## src/rtl/inst_fetcher.sv

```systemverilog
// Instruction fetch stage: holds the fetch PC, requests words from the icache and
// presents one instruction at a time to the decoder. Responses to a request that was
// overtaken by a ROB flush are discarded.
module inst_fetcher #(
   parameter logic [31:0] RESET_PC = 32'h0
) (
   input  logic        clk_in,
   input  logic        rst_in,
   input  logic        rdy_in,
   output logic        icache_req,
   output logic [31:0] icache_addr,
   input  logic        icache_valid,
   input  logic [31:0] icache_data,
   output logic [31:0] inst,
   output logic [31:0] inst_addr,
   output logic        start_decode,
   input  logic [31:0] next_pc,
   input  logic        issue_signal,
   input  logic        jalr_stall,
   input  logic        wrong_predicted,
   input  logic [31:0] correct_pc
);

   typedef enum logic [1:0] {
      StFetch = 2'd0,
      StDrop  = 2'd1,
      StHold  = 2'd2
   } state_e;

   state_e      state_q, state_d;
   logic [31:0] pc_q, pc_d;
   logic [31:0] drop_pc_q, drop_pc_d;
   logic [31:0] inst_q, inst_d;
   logic [31:0] inst_addr_q, inst_addr_d;
   // Low during reset and for the first cycle after it, so no request is raised while
   // reset is held even though the state already reads FETCH.
   logic        run_q;

   // jalr_stall only explains why the decoder withholds issue; HOLD covers it.
   logic unused_jalr;
   assign unused_jalr = jalr_stall;

   // All PC loads are halfword aligned.
   logic [31:0] correct_pc_al, next_pc_al;
   assign correct_pc_al = {correct_pc[31:1], 1'b0};
   assign next_pc_al    = {next_pc[31:1], 1'b0};

   // State register: synchronous reset wins over rdy_in; rdy_in low freezes everything.
   always_ff @(posedge clk_in) begin
      if (!rst_in) begin
         state_q     <= StFetch;
         pc_q        <= {RESET_PC[31:1], 1'b0};
         drop_pc_q   <= 32'h0;
         inst_q      <= 32'h0;
         inst_addr_q <= 32'h0;
         run_q       <= 1'b0;
      end else if (rdy_in) begin
         state_q     <= state_d;
         pc_q        <= pc_d;
         drop_pc_q   <= drop_pc_d;
         inst_q      <= inst_d;
         inst_addr_q <= inst_addr_d;
         run_q       <= 1'b1;
      end
   end

   // Next-state logic; flush has priority over a response or an issue in every state.
   always_comb begin
      state_d     = state_q;
      pc_d        = pc_q;
      drop_pc_d   = drop_pc_q;
      inst_d      = inst_q;
      inst_addr_d = inst_addr_q;
      if (run_q) begin
         unique case (state_q)
            StFetch: begin
               if (wrong_predicted && icache_valid) begin
                  pc_d = correct_pc_al;
               end else if (wrong_predicted) begin
                  drop_pc_d = correct_pc_al;
                  state_d   = StDrop;
               end else if (icache_valid) begin
                  inst_d      = icache_data;
                  inst_addr_d = pc_q;
                  state_d     = StHold;
               end
            end
            StDrop: begin
               if (wrong_predicted && icache_valid) begin
                  pc_d    = correct_pc_al;
                  state_d = StFetch;
               end else if (wrong_predicted) begin
                  drop_pc_d = correct_pc_al;
               end else if (icache_valid) begin
                  pc_d    = drop_pc_q;
                  state_d = StFetch;
               end
            end
            StHold: begin
               if (wrong_predicted) begin
                  pc_d    = correct_pc_al;
                  state_d = StFetch;
               end else if (issue_signal) begin
                  pc_d    = next_pc_al;
                  state_d = StFetch;
               end
            end
            default: state_d = StFetch;
         endcase
      end
   end

   // Outputs decode registered state only.
   always_comb begin
      icache_req   = run_q && (state_q == StFetch || state_q == StDrop);
      icache_addr  = pc_q;
      start_decode = run_q && (state_q == StHold);
      inst         = inst_q;
      inst_addr    = inst_addr_q;
   end

endmodule

```

## config.mk

```make
export PLATFORM = sky130hd
export DESIGN_NAME = inst_fetcher
export DESIGN_NICKNAME = d
export VERILOG_FILES = /design/src/rtl/inst_fetcher.sv
export SDC_FILE = /design/constraint.sdc
export NUM_CORES = 1
export LEC_CHECK = 0
export CELL_PAD_IN_SITES_DETAIL_PLACEMENT = 1
export CELL_PAD_IN_SITES_GLOBAL_PLACEMENT = 2
export CORE_ASPECT_RATIO = 0.8
export CORE_MARGIN = 8
export CORE_UTILIZATION = 21
export CTS_BUF_LIST = sky130_fd_sc_hd__clkbuf_16
export DETAILED_ROUTE_END_ITERATION = 8
export PLACE_DENSITY = 0.7
export SETUP_SLACK_MARGIN = 0.02
export SLEW_MARGIN = 10
export SYNTH_ARGS = -nofsm -noshare
export SYNTH_HDL_FRONTEND = slang
export SYNTH_SLANG_ARGS = --single-unit
```

## constraint.sdc

```tcl
create_clock -name clk_in -period 2 [get_ports clk_in]
set_input_delay 0.4 -clock clk_in [delete_from_list [all_inputs] [get_ports clk_in]]
set_output_delay 0.4 -clock clk_in [all_outputs]
set_load 0.1 [all_outputs]
```

==> impl_metrics.tcl, run 1 <==
set metrics [dict create \
    grt_antenna_before_repair 0 \
    cp-start-kind "register" \
    fillers 2650 \
    holdCritPathClass "reg -> reg" \
    synth.lib_cells_used.distinct 37 \
    insertion_delay_ns 0.41 \
    vias_per_cell 4.58 \
    fmax_mhz 528 \
    pwr_density_cell_mw_per_mm2 846 \
    floorplan.rows 50 \
    synth-xor-area-share 0 \
    synth.top_cell.area_share 0.525 \
    drt.antenna.violating_nets 0 \
    route.detailed.drc 0 \
    route.final.wire_length_mm 19.9 \
    grt_first_pass_wirelength_mm 30.7 \
    cts_htree_levels 4 \
    final_hold_viol_count 0 \
    post_synthesis_cell_area_mm2 0.00488 \
    regToRegStartpoint "state_q[0]" \
    netlist_instances 569 \
    num-nets-final 878 \
    critPathCaptureType "output port" \
    detailroute.via_count 5010 \
    finClkSkew_ns 0.00846 \
    worstPathRequired_ns 1.60 \
    ff_latch_count_synth 128 \
    worst_slack_ns 0.107 \
    finalSetupViolCount 0 \
    outcome "completed" \
    setup.reg_to_reg.worst_slack_ns 0.12 \
    dp_hpwl_mm 14.0 \
    maxSlewViolCount 0 \
    placeable_core_region_mm2 0.0231 \
    worst_setup_timing_slack_at_the_placement_stage_ns -0.324 \
    congestion_overflow_gr 0 \
    worst_ep_arrival_time_ns 1.49 \
    routabilityCongestion 0.762 \
    timing.hold.worst_endpoint "inst[1]" \
    grt_pass1_vias 5373 \
    rsz_0062_raised_after_global_routing "yes" \
    final_layout_size_suffix_gt1_frac 0.234 \
    leakagePower_nw 2.90 \
    floorplan.io_pins 201 \
    irDropWorstVdd_mv 0.593 \
    worstReg2RegEnd "icache_addr[12]" \
    cts.clk_slew.worst_paths_ns 0.05 \
    floorplan.initialDensity 0.211 \
    synthArstFlopShare 0 \
    postSynth.topFlopCell "dfxtp_1" \
    layout_min_cycle_time_ns 1.89 \
    antenna_cells_inserted 0 \
    post-route-period-util 0.947 \
    synth-compound-area-share 0.233 \
    wl_per_cell_um 18.2 \
    avgSynthCellArea_um2 8.58 \
    firstDrtPassIters 6 \
    groute.usage.overall 0.136 \
    die_w_um 186 \
    tritoncts "done" \
    tritoncts_num_sinks 128 \
    clk_path_buf_depth 2 \
    synth_warnings 0 \
    die-height_um 152 \
    numCtsBuffers 17 \
    floorplan.die_area_mm2 0.0284 \
    synth_adder_area_share 0.0154 \
    synth_edf_count 0 \
    hold_sp "inst[1]" \
    final_cell_utilization_of_the_core 0.341 \
    synth-simple-area-share 0.173 \
    r2r.worst_path.cells 7 \
    cells_taking_the_most_area_after_synthesis "dfxtp_1 (52%), nand2_1 (15%), a21oi_1 (9.7%), a222oi_1 (6.2%), o2bb2ai_1 (5.4%)" \
    max_cap_violations 0 \
    first_iter_violations 341 \
    critPathKind "reg -> out" \
    mostFrequentLayoutCells "nand2_1 (191), dfxtp_1 (126), buf_4 (115)" \
    seq_area_frac_synth 0.525 \
    crit_path_max_fanout 4 \
    synth.area.mux_share 0.00231 \
    largest_family_of_logic_cells_by_synthesized_area "compound AO/OA/AOI/OAI gates" \
    synthDominantAreaCellType "dfxtp_1" \
    grt_max_degree 98 \
    hold_path_cell_cnt 2 \
    final_common_cell "nand2_1" \
    ctsRootBufferMaster "clkbuf_16" \
    layout-area-overhead-vs-synth_pct 61.5 \
    io_buffer_count 195 \
]
-- through the flow --
stage / power (mW) / instance area [um^2] / hold slack, ns / std cells / TNS, ns
global route: 6.95 / 7880 / 0.475 / 1094 / -0.0192
floorplan: 3.11 / 4890 / 0.433 / 570 / 0
global placement: 3.50 / 7190 / 0.441 / 1060 / -14.96
finish: 6.67 / 7880 / 0.452 / 1094 / 0
detailed placement: 3.51 / 7190 / 0.447 / 1060 / -20.41
CTS: 6.78 / 7840 / 0.455 / 1092 / -0.000671
-- flip-flops by register name (all words and copies together) (netlist names) --
| name | cells |
|---|---|
| drop_pc_q | 31 |
| run_q | 1 |
| state_q | 2 |
| inst | 32 |
| inst_addr | 31 |
| icache_addr | 31 |
-- cell usage after synthesis, types with 2 or more instances --
master,count
buf_2,8
o2bb2ai_1,30
nor2b_1,2
a21o_1,2
nor3b_1,2
ha_1,6
nand2b_1,3
a21oi_1,95
nor2_1,4
a222oi_1,30
buf_6,3
dfxtp_1,128
inv_1,3
clkbuf_1,37
or3_1,2
nand2_1,191
buf_4,3
-- area by class of cell --
type                       count  area (um^2)  share of cell area
tap                          312          390              0.0495
multi-input combinational    387         2140               0.272
inverter                       4         16.3             0.00206
timing repair buffer         231         2160               0.274
clock buffer                  17          425              0.0540
clock inverter                15          181              0.0230
sequential                   128         2560               0.325
-- timing repair --
action                                  4_1_cts  5_1_grt
gates cloned                                  0        0
gates resized for setup                      10        9
pin swaps                                     4        7
endpoints found under the setup margin        4       31
hold buffers                                  0        0
setup buffers                                 0        2
-- layer usage --
metal,track usage,wire [um],share of wire,vias to the layer above
met4,0.0253,127,0.0064,0
met3,0.0508,1280,0.064,10
met5,0,0,0,-
met2,0.220,9220,0.46,166
li1,-,-,-,2387
met1,0.170,9320,0.47,2447
-- cells by family after synthesis --
| logic type | count (synthesis) |
|---|---|
| AO/OA/AOI/OAI | 166 |
| buffers and inverters | 55 |
| AND/OR/NAND/NOR | 212 |
| multiplexers | 1 |
| adder cells (fa/ha/maj) | 6 |
| flip-flops | 128 |
| other | 1 |
-- worst max-delay path by stage --
| stage | cells past startpoint | to | slack (ns) | start |
|---|---|---|---|---|
| floorplan | 4 | icache_req | 0.09 | state_q[1] |
| global placement | 6 | icache_addr[11] | -0.22 | wrong_predicted |
| detailed placement | 6 | icache_addr[16] | -0.32 | wrong_predicted |
| CTS | 7 | icache_addr[12] | -0.0007 | state_q[0] |
| global route | 7 | icache_addr[1] | -0.02 | state_q[0] |
| finish | 6 | icache_req | 0.11 | state_q[1] |
-- critical path, stage by stage (launching register included) --
cell     delay [ns]
dfxtp_2        0.31
inv_1          0.08
buf_4          0.16
ha_4           0.17
nor2_4         0.05
nor2b_4        0.12
buf_12         0.18
-- where the power goes --
group          switching (mW)  total, mW  leakage, nW  internal [mW]
Combinational           0.486      0.847         1.59          0.361
Clock                    1.23       3.20        0.284           1.97
Sequential             0.0297       2.62         1.03           2.59
Total                    1.74       6.67         2.90           4.92
No activity file was read; power rests on OpenSTA's default activity.
==> inputs of run 2 (changes only) <==
- CAP_MARGIN: default -> 20
- CORE_ASPECT_RATIO: 0.8 -> default
- SKIP_LAST_GASP: default -> 1
==> run 2 against run 1 <==
Register-to-register slack about the same. Highest routed layer unchanged. Largest cell class unchanged. Critical path type unchanged. Cell count down 2.7%. Non-clock buffer count down 1. Clock power down 3%.
==> impl_metrics.tcl, run 2 (same netlist as run 1, synthesis figures left out) <==
set metrics [dict create \
    finalSetupViolCount 0 \
    met2WireLength_mm 9.72 \
    clk_path_buf_depth 2 \
    die-height_um 168 \
    num-nets-final 877 \
    grt_first_pass_wirelength_mm 30.5 \
    top_layer_used "met4" \
    r2r.worst_path.cells 7 \
    seq_power_share 0.399 \
    crit_path_max_fanout 4 \
    final_hold_viol_count 0 \
    largest_register_ff_count 32 \
    finClkSkew_ns 0.0127 \
    final.setup.tns_ns 0 \
    ctsRootBufferMaster "clkbuf_16" \
    critPathCaptureType "output port" \
    worstPathRequired_ns 1.60 \
    worst_ep_arrival_time_ns 1.52 \
    post-layout-total-power_mw 6.57 \
    reported_net_switching_power_mw 1.69 \
    combPwrFrac 0.129 \
    maxSlewViolCount 0 \
    wl_met1_mm 8.26 \
    tritoncts "done" \
    post_dp_cell_area_mm2 0.00714 \
    die_w_um 168 \
    insertion_delay_ns 0.41 \
    post-route-cell-area_mm2 0.00781 \
    antenna_cells_inserted 0 \
    wl_per_cell_um 18.4 \
    routed-wl-met3_mm 1.25 \
    mostFrequentLayoutCells "nand2_1 (191), dfxtp_1 (126), buf_4 (116)" \
    grt_pass1_vias 5367 \
    worst_setup_path_startpoint "state_q[1]" \
    regToRegStartpoint "state_q[1]" \
    fmax_mhz 522 \
    vias_per_cell 4.64 \
    placeable_core_region_mm2 0.0227 \
    cts_htree_levels 4 \
    cp-start-kind "register" \
    numCtsBuffers 17 \
    crit_path_max_incr_delay_ns 0.35 \
    layout-area-overhead-vs-synth_pct 59.9 \
    groute.usage.overall 0.137 \
    int_pwr_mw 4.89 \
    crit_end "icache_req" \
    final_common_cell "nand2_1" \
    critPathKind "reg -> out" \
    io_buffer_count 195 \
    sw_frac_of_total 0.256 \
    floorplan.die_area_mm2 0.0284 \
    cts.clk_slew.worst_paths_ns 0.06 \
    fillers 2634 \
    pwr_density_cell_mw_per_mm2 842 \
    drt.antenna.violating_nets 0 \
    max_cap_violations 0 \
    dp_hpwl_mm 13.5 \
    tritoncts_num_sinks 128 \
    outcome "completed" \
    post-route-period-util 0.958 \
    floorplan.initialDensity 0.215 \
    relative_contribution_of_the_clock_network_to_total_power 0.472 \
    grt_max_degree 98 \
    grt_antenna_before_repair 0 \
    cpMaxStageDelayCell "dfxtp_2" \
    congestion_overflow_gr 0 \
    worstReg2RegEnd "icache_addr[9]" \
    route.detailed.drc 0 \
    detailroute.via_count 4936 \
    setup.reg_to_reg.worst_slack_ns 0.11 \
    cp_cell_sequence "inv_2 > buf_4 > ha_4 > nor2_4 > nor2b_4 > buf_12" \
    firstDrtPassIters 7 \
    leakagePower_nw 2.90 \
    layout_min_cycle_time_ns 1.92 \
    floorplan.rows 55 \
    hold_sp "drop_pc_q[30]" \
    final_layout_size_suffix_gt1_frac 0.231 \
    route.final.wire_length_mm 19.6 \
    holdCritPathClass "reg -> reg" \
    rsz_0062_raised_after_global_routing "no" \
    irDropWorstVdd_mv 0.532 \
    floorplan.io_pins 201 \
    first_iter_violations 349 \
    routabilityCongestion 0.729 \
]
==> run 2: worst min-delay path by stage <==
stage                          endpoint  slack [ns]  depth (start not counted)
after floorplan           drop_pc_q[30]        0.43                          2
after global placement    drop_pc_q[30]        0.44                          2
after detailed placement  inst_addr[11]        0.45                          2
after CTS                 inst_addr[11]        0.46                          2
after global routing       drop_pc_q[4]        0.47                          2
final                     drop_pc_q[30]        0.45                          2
==> run 2: critical path: cells and delay by family (launching register included) <==
kind                     cells  cell delay, ns
adder cells (fa/ha/maj)      1            0.17
AND/OR/NAND/NOR              2            0.20
buffers and inverters        3            0.38
flip-flops                   1            0.35
==> run 2: area by class of cell <==
cell class,instances,area (um^2),share of cell area
clock inverters,13,149,0.0191
repair buffers,230,2140,0.275
clock buffers,17,425,0.0545
well taps,285,357,0.0457
inverters,4,16.3,0.00208
flip-flops and latches,128,2560,0.328
multi-input cells,387,2150,0.276
==> run 2: stage by stage <==
step	util	instances	setup slack, ns	hold WS, ns
3_5_place_dp	0.314	1031	-0.257	0.450
6_report	0.344	1064	0.0834	0.454
5_1_grt	0.344	1064	0.0182	0.472
3_3_place_gp	0.314	1031	-0.215	0.440
2_1_floorplan	-	570	0.0925	0.433
4_1_cts	0.341	1061	0.0240	0.458
==> run 2: power by group through the flow <==
stage          Sequential (mW)  Clock, mW  Combinational [mW]
6_report                  2.62       3.10               0.850
5_1_grt                   2.63       3.34               0.901
4_1_cts                   2.62       3.22               0.846
3_5_place_dp              2.68          0               0.835
3_3_place_gp              2.68          0               0.824
2_1_floorplan             2.87          0               0.240
==> run 2: what timing repair did <==
action / CTS / global route
pin swaps: 0 / 6
setup buffers: 0 / 3
cloned: 0 / 0
setup endpoints to repair: 11 / 35
resized for setup: 9 / 8
hold buffers: 0 / 0
==> run 2: metal layers <==
| metal | GRT usage | up-vias |
|---|---|---|
| met4 | 0.0423 | 0 |
| met1 | 0.154 | 2370 |
| met5 | 0 | - |
| li1 | - | 2384 |
| met2 | 0.239 | 161 |
| met3 | 0.0505 | 21 |
